File: config.mk
export PLATFORM = sky130hd
export DESIGN_NAME = rv32i_mem_arbiter
export DESIGN_NICKNAME = d
export VERILOG_FILES = /design/src/rtl/rv32i_mem_arbiter.sv
export SDC_FILE = /design/constraint.sdc
export NUM_CORES = 1
export LEC_CHECK = 0
export ABC_CLOCK_PERIOD_IN_PS = 1840
export BUFFER_PORTS_ARGS = -buffer_cell sky130_fd_sc_hd__clkbuf_2
export CORE_AREA = 2 2 132 134
export DETAILED_ROUTE_END_ITERATION = 7
export DIE_AREA = 0 0 134 136
export HOLD_SLACK_MARGIN = 0.03
export PLACE_DENSITY = 0.61
export SLEW_MARGIN = 20
export SYNTH_ARGS = -nofsm -noshare
export SYNTH_HDL_FRONTEND = slang
export SYNTH_SLANG_ARGS = --single-unit
File: constraint.sdc
create_clock -name clk_i -period 1.84 [get_ports clk_i]
set_clock_uncertainty 0.15 [all_clocks]
set_input_delay 0.276 -clock clk_i [delete_from_list [all_inputs] [get_ports clk_i]]
set_output_delay 0.276 -clock clk_i [all_outputs]
set_load 0.005 [all_outputs]
File: src/rtl/rv32i_mem_arbiter.sv
// Fetch/data arbiter in front of one single-port memory, one transaction in flight.
// Optional wait-cycle statistics are built only when RV32I_MEM_ARB_STATS_EN is defined.
module rv32i_mem_arbiter #(
  parameter int STARVE_LIMIT = 4
) (
  input  logic        clk_i,
  input  logic        resetn_i,
  input  logic        if_req_i,
  input  logic [31:0] if_addr_i,
  output logic        if_gnt_o,
  output logic        if_rvalid_o,
  output logic [31:0] if_rdata_o,
  input  logic        dm_re_i,
  input  logic        dm_we_i,
  input  logic [31:0] dm_addr_i,
  input  logic [31:0] dm_wdata_i,
  input  logic [3:0]  dm_be_i,
  output logic        dm_gnt_o,
  output logic        dm_rvalid_o,
  output logic [31:0] dm_rdata_o,
  output logic        mem_req_o,
  output logic        mem_we_o,
  output logic [31:0] mem_addr_o,
  output logic [31:0] mem_wdata_o,
  output logic [3:0]  mem_be_o,
  input  logic        mem_ready_i,
  input  logic        mem_rvalid_i,
  input  logic [31:0] mem_rdata_i,
  output logic        stall_o,
  output logic [31:0] if_wait_cnt_o,
  output logic [31:0] dm_wait_cnt_o
);

  localparam int SW = $clog2(STARVE_LIMIT + 1);
  localparam logic [SW-1:0] STARVE_MAX = SW'(STARVE_LIMIT);

  // state  | meaning
  // S_IDLE | sample requests, grant one, latch its fields
  // S_REQ  | present latched request until mem_ready_i
  // S_WAIT | read accepted, wait for mem_rvalid_i
  typedef enum logic [1:0] {S_IDLE, S_REQ, S_WAIT} state_t;

  state_t        state_q;
  logic [SW-1:0] starve_q;
  logic          owner_dm_q;
  logic          we_q;
  logic [31:0]   addr_q;
  logic [31:0]   wdata_q;
  logic [3:0]    be_q;

  logic dm_any, force_if, pick_dm, pick_if, in_idle;
  logic store_done, rd_done;

  assign dm_any   = dm_re_i | dm_we_i;
  assign force_if = if_req_i && (starve_q == STARVE_MAX);
  assign pick_dm  = dm_any && !force_if;
  assign pick_if  = if_req_i && !pick_dm;

  // Outputs are gated by resetn_i so nothing leaks while reset is held low.
  assign in_idle  = resetn_i && (state_q == S_IDLE);
  assign dm_gnt_o = in_idle && pick_dm;
  assign if_gnt_o = in_idle && pick_if;

  assign mem_req_o   = resetn_i && (state_q == S_REQ);
  assign mem_we_o    = mem_req_o && we_q;
  assign mem_addr_o  = mem_req_o ? addr_q  : 32'h0;
  assign mem_wdata_o = mem_req_o ? wdata_q : 32'h0;
  assign mem_be_o    = mem_req_o ? be_q    : 4'h0;

  assign store_done = mem_req_o && mem_ready_i && we_q;
  assign rd_done    = resetn_i && (state_q == S_WAIT) && mem_rvalid_i;

  assign dm_rvalid_o = store_done || (rd_done && owner_dm_q);
  assign if_rvalid_o = rd_done && !owner_dm_q;
  assign dm_rdata_o  = (rd_done && owner_dm_q) ? mem_rdata_i : 32'h0;
  assign if_rdata_o  = if_rvalid_o ? mem_rdata_i : 32'h0;

  assign stall_o = (if_req_i | dm_any) & ~(if_rvalid_o | dm_rvalid_o);

  always_ff @(posedge clk_i) begin
    if (!resetn_i) begin
      state_q    <= S_IDLE;
      starve_q   <= '0;
      owner_dm_q <= 1'b0;
      we_q       <= 1'b0;
      addr_q     <= 32'h0;
      wdata_q    <= 32'h0;
      be_q       <= 4'h0;
    end else begin
      case (state_q)
        S_IDLE: begin
          if (pick_dm) begin
            owner_dm_q <= 1'b1;
            we_q       <= dm_we_i;
            addr_q     <= dm_addr_i;
            wdata_q    <= dm_wdata_i;
            be_q       <= dm_be_i;
            if (if_req_i && starve_q != STARVE_MAX)
              starve_q <= starve_q + SW'(1);
            state_q    <= S_REQ;
          end else if (pick_if) begin
            owner_dm_q <= 1'b0;
            we_q       <= 1'b0;
            addr_q     <= if_addr_i;
            wdata_q    <= 32'h0;
            be_q       <= 4'hF;
            starve_q   <= '0;
            state_q    <= S_REQ;
          end
        end
        S_REQ: begin
          if (mem_ready_i)
            state_q <= we_q ? S_IDLE : S_WAIT;
        end
        S_WAIT: begin
          if (mem_rvalid_i)
            state_q <= S_IDLE;
        end
        default: state_q <= S_IDLE;
      endcase
    end
  end

`ifdef RV32I_MEM_ARB_STATS_EN
  logic [31:0] if_wait_q, dm_wait_q;

  always_ff @(posedge clk_i) begin
    if (!resetn_i) begin
      if_wait_q <= 32'h0;
      dm_wait_q <= 32'h0;
    end else begin
      if (if_req_i && !if_rvalid_o) if_wait_q <= if_wait_q + 32'h1;
      if (dm_any && !dm_rvalid_o)   dm_wait_q <= dm_wait_q + 32'h1;
    end
  end

  assign if_wait_cnt_o = if_wait_q;
  assign dm_wait_cnt_o = dm_wait_q;
`else
  assign if_wait_cnt_o = 32'h0;
  assign dm_wait_cnt_o = 32'h0;
`endif

endmodule

==> results.txt, run 1 <==
The run finished, with violations left. The checks that failed: setup timing. The floorplan has 48 rows.

The final routed wire length divided by cell count came out at around 15 microns. In the post-synthesis netlist, the biggest area contributors are sky130_fd_sc_hd__dfxtp_1 (34%), sky130_fd_sc_hd__and2_1 (14%), sky130_fd_sc_hd__buf_4 (11%). The floorplan step defined a die boundary enclosing 18200 sq um. The global routing usage summed across all routing layers is approximately 17%. Before antenna repair, the detailed router went through 4 iterations.

The number of cells in the design after placement is around 1100. The initial DRC count came out at between 300 and 400. The max-slew headroom at the worst pin is 65.6%. The maximum achievable frequency came out at 497 MHz. Counting I/O delays and the setup requirement, the final critical path takes between 2 and 2.5 ns. The share of the synthesized area in the top cell type came out at between 30% and 40%. The worst setup path is launched from a flip-flop.

The arrival time of data at the critical path endpoint came out at 1.59 ns. The clock latency on the worst-skew pair is roughly 0.34 ns. The CTS clock-pin slew for the worst setup and hold paths came out at 0.06 ns. The width of the die is about 130 microns. The max-capacitance violation count came out at 0. The count of nets left with antenna violations once routing finished came out at 0. The detailed-route DRC error count is 0.

The share of cells above drive strength 1 came out at 42.7%. The synthesized netlist occupies a cell area of 4400 sq um. Buffers inserted during clock tree synthesis total 9. The largest total area in the synthesized netlist belongs to sky130_fd_sc_hd__dfxtp_1. The worst setup slack after layout came out at -0.174 ns.

The wire length of the first global-routing pass is 24.6 mm. The proportion of register bits with asynchronous set or reset after synthesis came out at 0%. The height of the die came out at between 100 and 150 microns.

The tightest min-delay check is of the input pin to flip-flop type. The area of the core came out at 16900 sq um. The required arrival time at the worst endpoint came out at between 1 and 1.5 ns. The routed via count came out at 5332. The final non-filler cell total is 1188. The post-layout net count came out at between 1000 and 1500.

The deepest level of the CTS H-tree is 3. The number of antenna diodes in the final layout is 0. The fraction of the yosys area taken by sequential cells came out at about a third. The number of global-route vias before repair is ~4800. The port buffer count is ~280.

The largest buffer count on any clock path came out at 2. The number of hold violations in the final report is 0. The total power of the final layout is slightly above 5 mW.

The start-to-end type of the worst setup path is flip-flop to output pin. The cell with the most instances after synthesis is sky130_fd_sc_hd__nand2_1. The total grt overflow is 0. Setup repair after global routing could not meet its margin everywhere. The number of flops mapped to enable cells by yosys is 0. The pin slew with the least headroom to its limit came out at a little over 0.5 ns.

TritonCTS built the clock tree. The total of warnings raised by yosys came out at 0. The highest net fanout along the worst path came out at 8. The total power density per cell area came out at 639 nW/um^2. The largest voltage drop on the vdd net is 0.000539 V. The final layout contains routed wiring with a total length of about 18 mm.

The area growth from synthesis to layout is 79.0%. The maximum number of pins on one net before global-route repair came out at 65. The number of pins exceeding their max-slew limit in the final report was 0. The detailed placement HPWL came out at around 10 mm. The worst path uses 109% of the clock period.

Prior to clock tree synthesis, the placed netlist has a worst setup slack of approximately 0.1 ns. Clock tree synthesis selected as its root buffer the cell sky130_fd_sc_hd__clkbuf_16. The count of unique library cells instantiated by Yosys came out at 38.

The via count normalized by instance count came out at around 4.5. The mean instance size in the synthesized netlist came out at 7.43 sq um. Setup violations remaining at the end of the flow were counted as 137. The static leakage came out at approximately 4.0 nW.

After synthesis the netlist holds a flip-flop and latch count of 75. The congestion estimate from routability-driven global placement came to about 0.74. Ranked by instance count, the synthesized netlist is headed by sky130_fd_sc_hd__nand2_1 (134), sky130_fd_sc_hd__and2_1 (101), sky130_fd_sc_hd__dfxtp_1 (75), sky130_fd_sc_hd__buf_4 (67), sky130_fd_sc_hd__o22ai_1 (33). The capturing element type of the critical path is an output pin. The starting utilization of the core area came out at a little over a quarter. Synthesis produced between 500 and 600 cells. The initial antenna violation count came out at 0. The total I/O pin count is about 340.

The clock sink total is between 70 and 80. In the synthesized netlist the dominant register cell turns out to be sky130_fd_sc_hd__dfxtp_1.
## where the power goes
group          internal, mW  switching, mW  total (mW)
registers              1.79         0.0790        1.87
clock network          1.26          0.698        1.96
logic                 0.615          0.586        1.20
## routing by layer
layer  vias up  global-route usage (%)  wire length, microns
li1       2591                       -                     -
met1      2484                    22.5                  7640
met2       234                    27.1                  8550
met3        23                    4.33                  1080
met4         0                    5.91                   318
met5         -                       0                     0
## layout by cell type, fill, tap and decap left out, types with 31 or more instances in the layout
cell type,instances
sky130_fd_sc_hd__buf_6,51
sky130_fd_sc_hd__and2_1,57
sky130_fd_sc_hd__clkbuf_2,217
sky130_fd_sc_hd__nand2_1,132
sky130_fd_sc_hd__a31oi_1,32
sky130_fd_sc_hd__conb_1,64
sky130_fd_sc_hd__dfxtp_1,71
sky130_fd_sc_hd__dlygate4sd3_1,87
sky130_fd_sc_hd__o21ai_0,31
sky130_fd_sc_hd__and2_4,44
## flip-flops by register name (all words and copies together) (netlist names)
register,count
we_q,1
owner_dm_q,1
addr_q,32
state_q,2
be_q,4
starve_q,3
wdata_q,32
## per-stage QoR
step / utilization, % / hold slack [ns] / TNS (ns) / area (sq um)
final: 46.6 / 0.0488 / -14.50 / 7870
after floorplan: - / 0.249 / 0 / 4640
after global routing: 46.6 / 0.0442 / -24.75 / 7870
after global placement: 34.7 / 0.298 / 0 / 5860
after CTS: 43.9 / 0.0309 / -15.76 / 7410
after detailed placement: 34.7 / 0.304 / 0 / 5860
## layout make-up
| cell class | instances | area [sq um] |
|---|---|---|
| fillers | 1581 | 9010 |
| repair buffers | 401 | 3040 |
| multi-input cells | 468 | 2700 |
| flip-flops and latches | 75 | 1510 |
| well taps | 225 | 282 |
| clock buffers | 12 | 256 |
| clock inverters | 4 | 72.6 |
| inverters | 3 | 11.3 |
## worst max-delay path, cell delays in order, from the launching register on
cell and delay (ns):
sky130_fd_sc_hd__dfxtp_2 0.34, sky130_fd_sc_hd__and4b_2 0.41, sky130_fd_sc_hd__and2b_4 0.25, sky130_fd_sc_hd__and2_1 0.14
sky130_fd_sc_hd__clkbuf_2 0.11
## worst paths after layout
check	from	end	slack [ns]	cells past startpoint
max	state_q[0]$_SDFFE_PN0P_	if_rdata_o[16]	-0.17	4
min	dm_addr_i[25]	addr_q[25]$_SDFFE_PN0P_	0.05	3
max reg2reg	starve_q[1]$_SDFFE_PN0P_	wdata_q[0]$_SDFFE_PN0P_	0.06	10
min reg2reg	wdata_q[29]$_SDFFE_PN0P_	wdata_q[29]$_SDFFE_PN0P_	0.31	2
## repair_timing
| action | in CTS | in global routing |
|---|---|---|
| endpoints found under the hold margin | 61 | 1 |
| endpoints found under the setup margin | 138 | 141 |
| hold buffers | 86 | 1 |
| gates cloned | 9 | 1 |
| pin swaps | 28 | 42 |
| buffers inserted | 10 | 6 |
| resized for setup | 45 | 114 |
## logic make-up (layout without fill, tap and decap cells)
logic type | Yosys count | in the layout | synth area share, %
simple gates | 286 | 291 | 33.6
buf+inv | 117 | 420 | 16.2
compound gates | 110 | 110 | 15.2
flops | 75 | 75 | 34.1
fa+ha+maj | 2 | 2 | 0.569
other cells | 1 | 64 | 0.0853
mux | 1 | 1 | 0.228
(Power assumes the default switching activity.)
==> inputs of run 2 (changes only) <==
--- a/config.mk
+++ b/config.mk
@@ -5,7 +5,7 @@
 export SDC_FILE = /design/constraint.sdc
 export NUM_CORES = 1
 export LEC_CHECK = 0
-export ABC_CLOCK_PERIOD_IN_PS = 1840
+export ABC_CLOCK_PERIOD_IN_PS = 1700
 export BUFFER_PORTS_ARGS = -buffer_cell sky130_fd_sc_hd__clkbuf_2
 export CORE_AREA = 2 2 132 134
 export DETAILED_ROUTE_END_ITERATION = 7
==> constraint.sdc (replaced) <==
create_clock -name clk_i -period 1.7 [get_ports clk_i]
set_clock_uncertainty 0.15 [all_clocks]
set_input_delay 0.255 -clock clk_i [delete_from_list [all_inputs] [get_ports clk_i]]
set_output_delay 0.255 -clock clk_i [all_outputs]
set_load 0.005 [all_outputs]
==> results.txt, run 2 (synthesis gave the netlist of run 1 again) <==
The final routed wire length divided by cell count is 15.6 microns (+5.0%). The total detailed-routing wirelength came out at 18.9 mm (+7.7%). The total power of the final layout came to 5.34 mW (+6.2%). The arrival time of data at the critical path endpoint is 1.57 ns (-0.02 ns). The routed via count is 5527 (+3.7%).

The number of pins exceeding their max-slew limit in the final report is 0 (unchanged). The static leakage was 4.18 nW (+5.3%). The number of cells in the design after placement is 1076 (+1.3%). The number of detailed-route iterations in the first pass was 5 (+1). The largest buffer count on any clock path is 2 (unchanged). The remaining antenna violation count is 0 (unchanged).

The end-of-flow core utilization is 49.0% (+2.3 points). From synthesis to final layout, the design area changed by 87.9%. The area of the core is 16900 sq um (unchanged). The total power density per cell area is 646 nW/um^2 (+1.2%). The area of the multi-input gates came out at 2730 sq um (+0.88%). The required arrival time at the worst endpoint is 1.29 ns (-0.12 ns). The most common cell after layout, fill and taps aside is sky130_fd_sc_hd__clkbuf_2.

The port buffer count is 277 (unchanged). The tightest min-delay check is of the input pin to flip-flop type. The width of the die is 134 microns (unchanged).

The max-capacitance violation count came out at 0 (unchanged). The worst hold slack came out at 0.0533 ns (+0.00447 ns). Setup repair after global routing could not meet its margin everywhere.

The deepest level of the CTS H-tree is 3 (unchanged). The library cells used most frequently in the layout, excluding fill and tap cells, are sky130_fd_sc_hd__clkbuf_2 (192), sky130_fd_sc_hd__nand2_1 (119), sky130_fd_sc_hd__dlygate4sd3_1 (97), sky130_fd_sc_hd__dfxtp_1 (71), sky130_fd_sc_hd__conb_1 (64). The wire length of the first global-routing pass is 24.4 mm (-0.87%). The number of hold violations in the final report is 0 (unchanged). The diode insertion count for antenna repair came to 0 (unchanged). The final period demand of the worst path is 1.98 ns. By startpoint and endpoint, the worst setup path is classified as flip-flop to output pin. The initial antenna violation count is 1 (+1). The routability congestion estimate is 0.730 (-0.73%). The checks that failed: setup timing.

The total I/O pin count is 342 (unchanged). The maximum number of pins on one net before global-route repair came out at 103 (+58%). The root buffer cell chosen for the clock tree is sky130_fd_sc_hd__clkbuf_16. The detailed placement HPWL came out at 10.5 mm (+3.0%). The detailed route wirelength on metal3 is 1.19 mm (+10%). The number of cell rows is 48 (unchanged). The global routing usage summed across all routing layers is 16.8% (-0.22 points).

The highest net fanout along the worst path came out at 17 (+9). The height of the die was 136 microns (unchanged). The uppermost layer routed is met5. The share of cells above drive strength 1 is 44.3% (+1.6 points). The final non-filler cell total was 1218 (+2.5%). The setup TNS is -28.15 ns (-13.66 ns). The detailed-routed wire length on met2 is 9.64 mm (+13%).

STA classifies the critical path startpoint as a flip-flop. The worst setup slack after placement came out at -0.0204 ns (-0.121 ns). In the final layout, the registers with the most flip-flops are addr_q: 32 flops, wdata_q: 32 flops, be_q: 4 flops. The worst setup slack after layout is -0.276 ns (-0.102 ns). The cell area after layout is 8260 sq um (+5.0%).

The total of endpoints with negative setup slack in the final report was 139 (+1.5%). The sequential cell area is 1510 sq um (+0.17%). The final critical path takes up 116% of the cycle. The number of inserted filler cells in the final layout is 1533 (-3.0%). The starting utilization of the core area came to 26.1% (unchanged).

The total grt overflow came out at 0 (unchanged). TritonCTS built the clock tree. The run finished, with violations left. The post-placement cell area came to 6010 sq um (+2.5%). The met1 wire length is 7.70 mm (+0.69%). The initial DRC count is 278 (-16%). The detailed-route DRC error count is 0 (unchanged).

The maximum achievable frequency came out at a little over 500 MHz. The largest voltage drop on the vdd net is 0.000484 V (-10%). The post-layout net count is 1129 (+2.7%). The clock latency on the worst-skew pair came to 0.33 ns (about the same). The number of global-route vias before repair is 4811 (+0.92%). The via count normalized by instance count is 4.54 (+1.1%).

The worst setup path is captured at an output pin. The area enclosed by the die boundary came out at 18200 sq um (unchanged). The CTS clock-pin slew for the worst setup and hold paths came out at 0.06 ns (about the same). The number of buffers inserted during clock tree synthesis is 9 (unchanged).

The clock sink total is 75 (unchanged).
run 2: cell types whose count changed in the layout (fill, tap and decap cells not counted), moves of 4 or more:
cell                            change
sky130_fd_sc_hd__clkbuf_2          -25
sky130_fd_sc_hd__buf_2             +24
sky130_fd_sc_hd__nand2_2           +14
sky130_fd_sc_hd__nand2_1           -13
sky130_fd_sc_hd__dlygate4sd3_1     +10
sky130_fd_sc_hd__buf_4              +8
sky130_fd_sc_hd__clkbuf_16          +7
sky130_fd_sc_hd__buf_12             +4
sky130_fd_sc_hd__buf_6              +4
run 2: repair_timing:
action | in CTS | in global routing
cloned | 5 | 12
pin swaps | 18 | 47
resized for setup | 31 | 170
setup endpoints to repair | 148 | 201
hold endpoints to repair | 66 | 1
setup buffers | 7 | 12
hold buffers | 96 | 1
run 2: critical path, stage by stage (launching register included):
cell                        delay (ns)
sky130_fd_sc_hd__dfxtp_4          0.35
sky130_fd_sc_hd__and4b_4          0.41
sky130_fd_sc_hd__clkbuf_16        0.20
sky130_fd_sc_hd__and3_1           0.16
sky130_fd_sc_hd__clkbuf_2         0.11
run 2: worst paths after layout:
check,endpoint,depth (start not counted),from,slack [ns]
setup / recovery,dm_rdata_o[25],4,state_q[0]$_SDFFE_PN0P_,-0.28
hold / removal,addr_q[1]$_SDFFE_PN0P_,3,if_addr_i[1],0.05
setup reg to reg,addr_q[20]$_SDFFE_PN0P_,9,starve_q[0]$_SDFFE_PN0P_,0.03
hold reg to reg,wdata_q[18]$_SDFFE_PN0P_,2,wdata_q[18]$_SDFFE_PN0P_,0.31
run 2: routing by layer:
metal | vias up | GRT usage [%]
met4 | 2 | 5.85
met3 | 40 | 4.10
met1 | 2574 | 21.1
met2 | 256 | 28.2
li1 | 2655 | -
met5 | - | 0
run 2: where the power goes:
part	switching [mW]	internal [mW]	total, mW
clock network	0.732	1.17	1.90
registers	0.0885	1.94	2.03
logic	0.671	0.743	1.41
total	1.49	3.85	5.34
run 2: cell type report:
type / count / area share (%)
tap: 225 / 3.41
timing repair buffer: 431 / 41.6
clock inverter: 5 / 0.636
inverter: 3 / 0.136
multi-input combinational: 468 / 33.0
sequential: 75 / 18.3
clock buffer: 11 / 2.94
